**src/rtl/multadd_pkg.sv**
```systemverilog
// Shared types for the multadd FMA unit and its dot-product sequencer.
// Holds the ALU op encoding, the multadd result latency and the sequencer state encoding.
package multadd_pkg;

    typedef enum logic [1:0] {
        ALU_ADD = 2'd0,
        ALU_SUB = 2'd1,
        ALU_MUL = 2'd2
    } alu_op_e;

    localparam int MULTADD_LAT_C = 1;

    typedef enum logic [1:0] {
        ST_IDLE  = 2'd0,
        ST_ISSUE = 2'd1,
        ST_DRAIN = 2'd2,
        ST_DONE  = 2'd3
    } seq_state_e;

    function automatic int sat_len(input int len, input int max_len);
        return (len > max_len) ? max_len : len;
    endfunction

endpackage

```
**src/rtl/multadd_dot_addr_gen.sv**
```systemverilog
// Element counter plus wrapping address generator for both dot-product operands.
// Latency: addresses valid the cycle after load; no backpressure, advances whenever i_adv is high.
module multadd_dot_addr_gen #(
    parameter int  els_p = 16,
    localparam int aw    = $clog2(els_p),
    localparam int lw    = $clog2(els_p + 1)
) (
    input  logic          i_clk,
    input  logic          i_reset_n,
    input  logic          i_load,
    input  logic [lw-1:0] i_len,
    input  logic [aw-1:0] i_a_base,
    input  logic [aw-1:0] i_b_base,
    input  logic          i_adv,
    output logic [aw-1:0] o_addr_a,
    output logic [aw-1:0] o_addr_b,
    output logic          o_first,
    output logic          o_last
);

    logic [aw-1:0] r_k;
    logic [lw-1:0] r_len;
    logic [aw-1:0] r_a_base;
    logic [aw-1:0] r_b_base;

    always_ff @(posedge i_clk) begin
        if (!i_reset_n) begin
            r_k      <= '0;
            r_len    <= '0;
            r_a_base <= '0;
            r_b_base <= '0;
        end else if (i_load) begin
            r_k      <= '0;
            r_len    <= i_len;
            r_a_base <= i_a_base;
            r_b_base <= i_b_base;
        end else if (i_adv) begin
            r_k <= r_k + aw'(1);
        end
    end

    // aw-bit adds wrap modulo els_p since els_p is a power of two
    assign o_addr_a = r_a_base + r_k;
    assign o_addr_b = r_b_base + r_k;
    assign o_first  = (r_k == '0);
    assign o_last   = ((lw'(r_k) + lw'(1)) == r_len);

endmodule

```
**src/rtl/multadd_dot_seq.sv**
```systemverilog
// Dot-product issue sequencer driving multadd; result valid len+3 cycles after accept (1 for len=0).
// Backpressure: result held in DONE until res_ready_i; requests refused while busy. MULTADD_DOT_SEQ_OVF_EN enables sticky overflow.
module multadd_dot_seq
    import multadd_pkg::*;
#(
    parameter int  vdw_p = 32,
    parameter int  els_p = 16,
    localparam int aw    = $clog2(els_p),
    localparam int lw    = $clog2(els_p + 1)
) (
    input  logic             clk_i,
    input  logic             reset_n_i,
    input  logic             start_v_i,
    output logic             start_ready_o,
    input  logic [lw-1:0]    len_i,
    input  logic [aw-1:0]    a_base_i,
    input  logic [aw-1:0]    b_base_i,
    output logic             rd_v_o,
    output logic [aw-1:0]    rd_addr_a_o,
    output logic [aw-1:0]    rd_addr_b_o,
    input  logic [vdw_p-1:0] rd_data_a_i,
    input  logic [vdw_p-1:0] rd_data_b_i,
    output logic [vdw_p-1:0] ma_a_o,
    output logic [vdw_p-1:0] ma_b_o,
    output logic [1:0]       ma_alu_op_o,
    output logic             ma_use_fma_o,
    output logic             ma_fma_first_o,
    input  logic [vdw_p-1:0] ma_data_i,
    input  logic             ma_flag_overflow_i,
    output logic             res_v_o,
    input  logic             res_ready_i,
    output logic [vdw_p-1:0] res_data_o,
    output logic             res_overflow_o
);

    localparam logic [1:0] DRAIN_LAST_C = 2'(MULTADD_LAT_C);

    seq_state_e    r_state;
    seq_state_e    w_state_nxt;
    logic          w_accept;
    logic [lw-1:0] w_len_sat;
    logic          w_first;
    logic          w_last;
    logic          r_op_v;
    logic          r_op_first;
    logic [1:0]    r_drain_cnt;
    logic [vdw_p-1:0] r_res_data;

    assign w_len_sat = lw'(sat_len(int'(len_i), els_p));
    assign w_accept  = (r_state == ST_IDLE) && start_v_i;

    multadd_dot_addr_gen #(
        .els_p (els_p)
    ) u_addr_gen (
        .i_clk     (clk_i),
        .i_reset_n (reset_n_i),
        .i_load    (w_accept),
        .i_len     (w_len_sat),
        .i_a_base  (a_base_i),
        .i_b_base  (b_base_i),
        .i_adv     (rd_v_o),
        .o_addr_a  (rd_addr_a_o),
        .o_addr_b  (rd_addr_b_o),
        .o_first   (w_first),
        .o_last    (w_last)
    );

    always_ff @(posedge clk_i) begin
        if (!reset_n_i) begin
            r_state <= ST_IDLE;
        end else begin
            r_state <= w_state_nxt;
        end
    end

    always_comb begin
        w_state_nxt = r_state;
        case (r_state)
            ST_IDLE:  if (start_v_i) w_state_nxt = (w_len_sat == '0) ? ST_DONE : ST_ISSUE;
            ST_ISSUE: if (w_last) w_state_nxt = ST_DRAIN;
            ST_DRAIN: if (r_drain_cnt == DRAIN_LAST_C) w_state_nxt = ST_DONE;
            ST_DONE:  if (res_ready_i) w_state_nxt = ST_IDLE;
            default:  w_state_nxt = ST_IDLE;
        endcase
    end

    // DRAIN covers the last operand cycle plus the multadd latency, so use_fma spans it whole
    always_comb begin
        start_ready_o = (r_state == ST_IDLE);
        rd_v_o        = (r_state == ST_ISSUE);
        res_v_o       = (r_state == ST_DONE);
        ma_use_fma_o  = r_op_v || (r_state == ST_DRAIN);
    end

    always_ff @(posedge clk_i) begin
        if (!reset_n_i) begin
            r_op_v      <= 1'b0;
            r_op_first  <= 1'b0;
            r_drain_cnt <= '0;
            r_res_data  <= '0;
        end else begin
            r_op_v      <= rd_v_o;
            r_op_first  <= rd_v_o && w_first;
            r_drain_cnt <= (r_state == ST_DRAIN) ? r_drain_cnt + 2'd1 : 2'd0;
            if (w_accept) begin
                r_res_data <= '0;
            end else if ((r_state == ST_DRAIN) && (r_drain_cnt == DRAIN_LAST_C)) begin
                r_res_data <= ma_data_i;
            end
        end
    end

    assign ma_a_o         = r_op_v ? rd_data_a_i : '0;
    assign ma_b_o         = r_op_v ? rd_data_b_i : '0;
    assign ma_fma_first_o = r_op_first;
    assign ma_alu_op_o    = ALU_MUL;
    assign res_data_o     = r_res_data;

`ifdef MULTADD_DOT_SEQ_OVF_EN
    logic r_ovf;

    always_ff @(posedge clk_i) begin
        if (!reset_n_i) begin
            r_ovf <= 1'b0;
        end else if (w_accept) begin
            r_ovf <= 1'b0;
        end else if (ma_use_fma_o && ma_flag_overflow_i) begin
            r_ovf <= 1'b1;
        end
    end

    assign res_overflow_o = r_ovf;
`else
    logic w_unused_ovf;
    assign w_unused_ovf   = ma_flag_overflow_i;
    assign res_overflow_o = 1'b0;
`endif

endmodule
```
**config.mk**
```make
export PLATFORM = sky130hd
export DESIGN_NAME = multadd_dot_seq
export DESIGN_NICKNAME = d
export VERILOG_FILES = /design/src/rtl/multadd_pkg.sv /design/src/rtl/multadd_dot_addr_gen.sv /design/src/rtl/multadd_dot_seq.sv
export SDC_FILE = /design/constraint.sdc
export NUM_CORES = 1
export LEC_CHECK = 0
export BUFFER_PORTS_ARGS = -buffer_cell sky130_fd_sc_hd__buf_2
export CAP_MARGIN = 15
export CORE_UTILIZATION = 41
export DETAILED_ROUTE_END_ITERATION = 6
export PLACE_DENSITY = 0.89
export SLEW_MARGIN = 20
export SYNTH_ARGS = -nofsm -noshare
export SYNTH_HDL_FRONTEND = slang
export SYNTH_HIERARCHICAL = 1
export SYNTH_SLANG_ARGS = --single-unit
export TNS_END_PERCENT = 100
```
**constraint.sdc**
```tcl
create_clock -name clk_i -period 2.7 [get_ports clk_i]
set_clock_uncertainty 0.2 [all_clocks]
set_input_delay 0.27 -clock clk_i [delete_from_list [all_inputs] [get_ports clk_i]]
set_output_delay 0.27 -clock clk_i [all_outputs]
set_load 0.005 [all_outputs]
```
# Word level (Yosys, flattened, before mapping)
# Cells that the tools add are included.
[totals] out_inout_bits=112 reg_bits=55
[op_classes] muxes=9 eq_ne=9 addsub=5 n_reduce_logical=10 bitwise_logic=1 n_lt_le_gt_ge=1
[op_table] operator="$mux W32" count=2
[op_table] operator="$mux W2" count=5
[op_table] operator="$add A4 B4 Y4" count=2
[op_table] operator="$pmux W2 S4" count=1
[op_table] operator="$add A4 B1 Y5 const B" count=1
[op_table] operator="$eq A5 B5 Y1" count=1
[op_table] operator="$gt A5 B5 Y1 const B" count=1
[op_table] operator="$logic_not A5 Y1" count=1
[op_table] operator="$mux W5" count=1
[op_table] operator="$add A4 B1 Y4 const B" count=1
[op_table] operator="$eq A2 B1 Y1 const B" count=2
[op_table] operator="$eq A2 B2 Y1 const B" count=2
[op_table] operator="$logic_not A4 Y1" count=1
[op_table] operator="$ne A2 B1 Y1 const B" count=2
[op_table] operator="$ne A2 B2 Y1 const B" count=2
[op_table] operator="$reduce_and A4 Y1" count=1
[op_table] operator="$logic_and A1 B1 Y1" count=3
[op_table] operator="$add A2 B1 Y2 const B" count=1
[op_table] operator="$logic_not A2 Y1" count=1
[op_table] operator="$reduce_and A2 Y1" count=1
[op_table] operator="$reduce_or A2 Y1" count=1
[op_table] operator="$logic_or A1 B1 Y1" count=1
[op_table] operator="$not A1 Y1" count=1

# Depth between registers and ports, before layout
# Gate-level depths: netlist (run 1).
[depth] depth_word=6 mapped_depth=8

# Cells and area by module
# The synthesis (run 1) kept the hierarchy.
[modules_own_cells] module="multadd_dot_seq" cells_per_inst=258 instances=1 area_each_um2=2024.4 seq_area_each_um2=760.7
[modules_own_cells] module="multadd_dot_addr_gen" cells_per_inst=98 instances=1 area_each_um2=1022.2 seq_area_each_um2=340.3

# Worst setup path after synthesis (run 1)
# No wires, ideal clock.
[synth_timing] kind="reg-to-reg" from="reg u_addr_gen.r_k[1]" to="reg r_state[1]" arrival_time_ps=1670 path_buffers=0 stages_incl_launch_ff=9 setup_slack_ps=742 setup_ps=88 period_less_slack_ps=1958 path_cell_list="dfxtp_1 > inv_1 > ha_1 > xnor2_1 > nand3_1 > nor3_2 > or2b_1 > and4_4 > a311oi_2"
[synth_between] elab_chain_len=4
[synth_lines] element="start, declared" line_no="multadd_dot_addr_gen.sv:21" source="logic [aw-1:0] r_k;"
[synth_lines] element="start signal, assigned" line_no="multadd_dot_addr_gen.sv:38" source="r_k <= r_k + aw'(1);"
[synth_lines] element="$add A4 B1 Y5" line_no="multadd_dot_addr_gen.sv:46" source="assign o_last = ((lw'(r_k) + lw'(1)) == r_len);"
[synth_lines] element="$eq A5 B5 Y1" line_no="multadd_dot_addr_gen.sv:46"
[synth_lines] element="via w_last" line_no="multadd_dot_seq.sv:43" source="logic w_last;"
[synth_lines] element="$ne A2 B1 Y1 (no line)"
[synth_lines] element="$reduce_and A4 Y1 (no line)"
[synth_lines] element="end signal, assigned" line_no="multadd_dot_seq.sv:72" source="r_state <= w_state_nxt;"
[synth_lines] element="end, declared" line_no="multadd_dot_seq.sv:38" source="seq_state_e r_state;"
# The timed path passes the listed nets, and every way through them passes these cells.
# A chain may end at the register's enable or synchronous reset.

# Worst setup path after layout (run 1)
[layout_timing] from="reg u_addr_gen.r_k[0]" to="out rd_addr_b_o[2]"
[layout_between] elab_chain_len=1
[layout_lines] element="$add A4 B4 Y4" line_no="multadd_dot_addr_gen.sv:44" source="assign o_addr_b = r_b_base + r_k;"
[layout_lines] element="end, declared" line_no="multadd_dot_seq.sv:20" source="output logic [aw-1:0] rd_addr_b_o,"
# Every way passes these cells.

==> results.sh, run 1 <==
export IMPL_status="complete, but fails checks"
export IMPL_failing_checks="negative hold slack"
export IMPL_std_cell_rows=31
export IMPL_syn_area_per_cell_um2=8.56
export IMPL_type_of_the_tightest_min_delay_check="input pin to flip-flop"
export IMPL_worst_path_max_fanout=8
export IMPL_design_portCount=226
export IMPL_ctsHtreeMaxLevel=2
export IMPL_finalWeightedCongestion=0.858
export IMPL_asyncSetResetFlopFracSynth_pct=0
export IMPL_yosys_cell_types_count=39
export IMPL_leakagePower_uw=0.00229
export IMPL_portBuffers=221
export IMPL_final_max_slew_viol_count=0
export IMPL_critPathSlowestCell="dfxtp_1"
export IMPL_clkLatencyLatePin_ns=0.30
export IMPL_timing_worst_slew_pin_value_ns=0.719
export IMPL_n_fill_cell=630
export IMPL_power_density_cell_area_nw_per_um2=578
export IMPL_clk_path_buf_depth=2
export IMPL_cts_tree="done"
export IMPL_post_synth_instance_area_um2=3050
export IMPL_core_area_um2=7210
export IMPL_critPathLaunchType="flip-flop"
export IMPL_max_stage_delay_ns=0.54
export IMPL_drtIter0Drc=96
export IMPL_first_global_vias=2761
export IMPL_cts_made_buffers=5
export IMPL_cts_clk_slew_worst_paths_ns=0.10
export IMPL_synthCells=356
export IMPL_routed_wire_length_per_instance_um=14.3
export IMPL_final_antenna_net_count=0
export IMPL_unrepaired_setup_endpoints_after_global_routing="false"
export IMPL_synth_seq_area_share_pct=36.1
export IMPL_yosys_warnings=6
export IMPL_globalRouteOverflowTotal=0
export IMPL_synth_edff_count=0
export IMPL_layout_cells_sized_above_1_pct=42.8
export IMPL_setup_viol=0
export IMPL_num_vias=3155
export IMPL_finalNetCount=708
export IMPL_chipHeight_um=88.2
export IMPL_post_cts_setup_buffer_count=0
export IMPL_drc=0
export IMPL_post_synthesis_register_bit_count=55
export IMPL_max_vdd_ir_drop_uv=472
export IMPL_normalized_max_slew_margin_pct=52.1
export IMPL_detailed_place_hpwl_um=7400
export IMPL_track_usage_pct=22.9
export IMPL_die_w_um=88.2
export IMPL_firstDrtPassIters=4
export IMPL_holdWs_ns=-0.00327
export IMPL_timing_max_cap_violations=0
export IMPL_route_final_wire_length_um=9690
export IMPL_synthFlopType="dfxtp_1"
export IMPL_dieArea_um2=7780
export IMPL_post_route_min_period_ns=2.29
export IMPL_detail_route_vias_per_cell=4.65
export IMPL_fin_util_pct=61.1
export IMPL_grt_first_pass_wirelength_um=13500
export IMPL_timing_critical_path_arrival_ns=1.82
export IMPL_flow_area_growth_from_synthesis_pct=44.7
export IMPL_floorplan_initialDensity_pct=42.2
export IMPL_postCtsResizedCells=0
export IMPL_totalNegativeSetupSlack_ns=0
export IMPL_crit_chain="ha_1, inv_1, fa_1, xnor2_1, buf_2"
export IMPL_critical_path_class="flip-flop to primary output"
export IMPL_achievable_frequency_ghz=0.436
export IMPL_number_of_antenna_violations_at_the_first_check_in_global_routing=1
export IMPL_worstSetupEndpointType="primary output"
export IMPL_timing_final_crit_share_pct=85.0
export IMPL_clock_sinks=55
export IMPL_final_total_pwr_uw=2550
export IMPL_postCtsHoldBufs=14
export IMPL_grt_max_degree=66
export IMPL_clock_root_buffer="clkbuf_8"
export IMPL_hold_violations=1
export IMPL_cp_required_ns=2.23
==> worst paths after layout <==
check,from,to,slack [ns],cells after the start
worst max-delay path,u_addr_gen/r_k[0]$_SDFFE_PP0P_,rd_addr_b_o[2],0.41,5
worst min-delay path,ma_data_i[1],res_data_o[1]$_SDFFE_PP0P_,-0.003,3
worst max register to register,u_addr_gen/r_k[0]$_SDFFE_PP0P_,r_state[1]$_SDFFE_PN0P_,0.52,8
worst min register to register,r_drain_cnt[0]$_SDFF_PN0_,r_drain_cnt[0]$_SDFF_PN0_,0.23,1
==> cell type report <==
class / count / area, µm² / area share, %
Multi-Input combinational cell: 264 / 1720 / 38.9
Timing Repair Buffer: 240 / 1290 / 29.2
Sequential cell: 55 / 1100 / 25.0
Tap cell: 99 / 124 / 2.81
Clock buffer: 6 / 72.6 / 1.65
Clock inverter: 2 / 60.1 / 1.36
Inverter: 12 / 45.0 / 1.02
Antenna cell: 1 / 2.50 / 0.0568
==> cells in the mapped netlist (2+ instances only) <==
library cell / n / area share [%]
nand2_1: 67 / 8.3
conb_1: 2 / 0.25
a21oi_1: 25 / 4.1
ha_1: 14 / 5.7
and2_1: 66 / 14
a21oi_2: 9 / 2.6
mux2i_1: 14 / 4.6
nand2b_1: 4 / 0.82
buf_4: 5 / 1.2
fa_1: 2 / 1.3
a41oi_1: 2 / 0.58
nor2b_1: 17 / 3.5
dfxtp_1: 55 / 36
nand3_1: 3 / 0.49
inv_1: 12 / 1.5
buf_2: 3 / 0.49
xnor2_1: 8 / 2.3
nor2_1: 7 / 0.86
clkbuf_1: 8 / 0.99
a21o_1: 2 / 0.49
xor2_1: 5 / 1.4
buf_6: 9 / 3.3
==> critical path, delay by kind of cell (launching register included) <==
| family | cells | cell delay [ns] |
|---|---|---|
| XOR/XNOR | 1 | 0.16 |
| adder cells (fa/ha/maj) | 2 | 0.61 |
| buffers and inverters | 2 | 0.20 |
| flip-flops | 1 | 0.54 |
==> flip-flops by register name, indices dropped and copies added (netlist names) <==
register	count
r_drain_cnt	2
u_addr_gen/r_a_base	4
u_addr_gen/r_len	5
r_op_v	1
r_state	2
u_addr_gen/r_b_base	4
u_addr_gen/r_k	4
ma_fma_first_o	1
res_data_o	32
==> metal layers <==
metal | global-route usage [%] | wire [µm]
met5 | 0 | 12
met4 | 4.99 | 129
met3 | 5.94 | 678
met2 | 39.7 | 4770
met1 | 28.6 | 4100
==> layout by cell type, fill, tap and decap left out, types with 9 or more instances in the layout <==
| cell | instances |
|---|---|
| buf_2 | 221 |
| a21oi_2 | 9 |
| ha_1 | 14 |
| nor2b_1 | 17 |
| mux2i_1 | 14 |
| dlygate4sd3_1 | 16 |
| dfxtp_1 | 55 |
| a21oi_1 | 25 |
| inv_1 | 12 |
| nand2_1 | 67 |
| and2_1 | 66 |
==> report_power, final <==
group | switching, µW | total [µW] | internal, µW | leakage [µW]
Combinational | 498 | 985 | 487 | 0.00178
Clock | 259 | 630 | 371 | 0.0000654
Sequential | 58.4 | 935 | 876 | 0.000446
Total | 815 | 2550 | 1730 | 0.00229
==> logic make-up after synthesis <==
group,share of synthesized area (%)
simple gates,30.8
buf+inv,7.68
mux,4.60
flops,36.1
compound gates,8.50
xor+xnor,5.01
other cells,0.246
fa+ha+maj,7.06
==> per-stage QoR <==
step | cell area, µm² | setup slack (ns) | instances
after detailed placement | 4110 | 0.533 | 654
final | 4410 | 0.406 | 679
after CTS | 4390 | 0.370 | 676
after global routing | 4410 | 0.259 | 678
after floorplan | 3050 | 0.742 | 357
after global placement | 4110 | 0.619 | 654
No activity file was read; power rests on OpenSTA's default activity.
==> run 2, diff against run 1 <==
==> constraint.sdc (replaced) <==
create_clock -name clk_i -period 2.2 [get_ports clk_i]
set_clock_uncertainty 0.2 [all_clocks]
set_input_delay 0.22 -clock clk_i [delete_from_list [all_inputs] [get_ports clk_i]]
set_output_delay 0.22 -clock clk_i [all_outputs]
set_load 0.005 [all_outputs]
==> results.sh, run 2 (same netlist as run 1, synthesis figures left out) <==
export IMPL_portBuffers=221
export IMPL_hold_path_depth=4
export IMPL_instances_no_fill=705
export IMPL_reg2reg_from="u_addr_gen/r_k[1]$_SDFFE_PP0P_"
export IMPL_clock_sinks=55
export IMPL_category_of_cells_accounting_for_the_largest_share_of_critical_path_delay="simple AND/OR/NAND/NOR gates"
export IMPL_layout_cells_sized_above_1_pct=41.9
export IMPL_cts_made_buffers=5
export IMPL_std_cell_rows=31
export IMPL_cts_clk_slew_worst_paths_ns=0.10
export IMPL_design_portCount=226
export IMPL_core_area_um2=7210
export IMPL_ctsHtreeMaxLevel=2
export IMPL_final_total_pwr_uw=2990
export IMPL_leakagePower_uw=0.00239
export IMPL_whs_endpoint="r_state[1]$_SDFFE_PN0P_"
export IMPL_rr_endpoint="r_state[0]$_SDFFE_PN0P_"
export IMPL_route_final_wire_length_um=11000
export IMPL_die_w_um=88.2
export IMPL_pre_cts_ws_ns=0.0456
export IMPL_post_cts_setup_buffer_count=0
export IMPL_final_max_slew_viol_count=0
export IMPL_commonest_cells_after_routing_fill_and_taps_aside="buf_2 (221), nand2_1 (67), and2_1 (66), dfxtp_1 (52), dlygate4sd3_1 (40)"
export IMPL_flow_area_growth_from_synthesis_pct=52.4
export IMPL_critPathSlowestCell="dfxtp_4"
export IMPL_totalNegativeSetupSlack_ns=0
export IMPL_cts_tree="done"
export IMPL_chipHeight_um=88.2
export IMPL_grt_first_pass_wirelength_um=16000
export IMPL_timing_max_cap_violations=0
export IMPL_cp_buffers_inverters=1
export IMPL_post_place_cells=657
export IMPL_clkLatencyLatePin_ns=0.30
export IMPL_floorplan_initialDensity_pct=42.2
export IMPL_num_vias=3331
export IMPL_clk_path_buf_depth=2
export IMPL_finalNetCount=735
export IMPL_worstSetupEndpointType="flip-flop"
export IMPL_status="finished, final reports clean"
export IMPL_cp_required_ns=2.21
export IMPL_max_stage_delay_ns=0.39
export IMPL_crit_chain="inv_1, ha_1, xnor2_2, nand3_1, nor3_2, or2b_1, and4_4, a211oi_1"
export IMPL_reg2regPathDepth=8
export IMPL_timing_critical_path_arrival_ns=2.07
export IMPL_achievable_frequency_ghz=0.485
export IMPL_grt_max_degree=66
export IMPL_largest_reg_flops=32
export IMPL_worst_slack_setup_final_ns=0.138
export IMPL_unrepaired_setup_endpoints_after_global_routing="false"
export IMPL_track_usage_pct=27.1
export IMPL_holdWs_ns=0.0675
export IMPL_first_global_vias=3165
export IMPL_power_density_cell_area_nw_per_um2=643
export IMPL_layout_cells_most_common="buf_2"
export IMPL_detail_route_vias_per_cell=4.72
export IMPL_drtIter0Drc=110
export IMPL_insertedDiodeCount=0
export IMPL_globalRouteOverflowTotal=0
export IMPL_post_route_min_period_ns=2.06
export IMPL_finalWeightedCongestion=0.885
export IMPL_regToRegSetupSlack_ns=0.14
export IMPL_max_vdd_ir_drop_uv=465
export IMPL_drc=0
export IMPL_timing_final_crit_share_pct=93.7
export IMPL_hold_violations=0
export IMPL_setup_viol=0
export IMPL_number_of_antenna_violations_at_the_first_check_in_global_routing=1
export IMPL_dieArea_um2=7780
export IMPL_worstHoldStart="len_i[3]"
export IMPL_critPathLaunchType="flip-flop"
export IMPL_critical_path_class="flip-flop to flip-flop"
export IMPL_final_antenna_net_count=0
export IMPL_routed_wire_length_per_instance_um=15.6
export IMPL_clock_root_buffer="clkbuf_8"
export IMPL_firstDrtPassIters=4
export IMPL_detailed_place_hpwl_um=7610
export IMPL_type_of_the_tightest_min_delay_check="input pin to flip-flop"
export IMPL_worst_path_max_fanout=7
## run 2: area by class of cell
class / count / area (µm²)
multi-input combinational: 264 / 1720
clock buffer: 7 / 76.3
fill: 575 / 2570
inverter: 12 / 45.0
tap: 99 / 124
sequential: 55 / 1110
clock inverter: 1 / 5.00
timing repair buffer: 267 / 1560
## run 2: worst max-delay path by stage
stage | start | to | depth (start not counted)
floorplan | u_addr_gen/r_k[1]$_SDFFE_PP0P_ | r_state[1]$_SDFFE_PN0P_ | 8
global placement | u_addr_gen/r_k[1]$_SDFFE_PP0P_ | r_state[1]$_SDFFE_PN0P_ | 8
detailed placement | u_addr_gen/r_k[1]$_SDFFE_PP0P_ | r_state[1]$_SDFFE_PN0P_ | 8
CTS | u_addr_gen/r_k[1]$_SDFFE_PP0P_ | r_state[0]$_SDFFE_PN0P_ | 8
global route | u_addr_gen/r_k[1]$_SDFFE_PP0P_ | r_state[1]$_SDFFE_PN0P_ | 8
finish | u_addr_gen/r_k[1]$_SDFFE_PP0P_ | r_state[0]$_SDFFE_PN0P_ | 8
## run 2: timing repair
action                                 CTS  global route
setup endpoints to repair                0             5
endpoints found under the hold margin   40             0
gates resized for setup                  0             5
hold buffers                            40             0
## run 2: tightest hold or removal path, delay by kind of cell
kind,cells,cell delay (ns)
compound gates,1,0.09
buf+inv,1,0.08
simple gates,2,0.13
## run 2: per-stage QoR
stage | cell area, µm² | util (%)
final | 4640 | 64.4
after global routing | 4640 | 64.4
after floorplan | 3050 | -
after detailed placement | 4150 | 57.5
after CTS | 4630 | 64.2
after global placement | 4150 | 57.5
## run 2: metal layers
layer	track usage (%)	share of wire, %	vias up
li1	-	-	1613
met5	0	0.12	-
met4	8.21	2.5	2
met2	45.5	49	155
met1	33.4	41	1531
met3	8.01	7.0	30
## run 2: report_power, final
| part | internal [µW] | leakage [µW] | switching [µW] |
|---|---|---|---|
| logic | 656 | 0.00190 | 649 |
| clock network | 225 | 0.0000422 | 314 |
| registers | 1080 | 0.000447 | 65.7 |
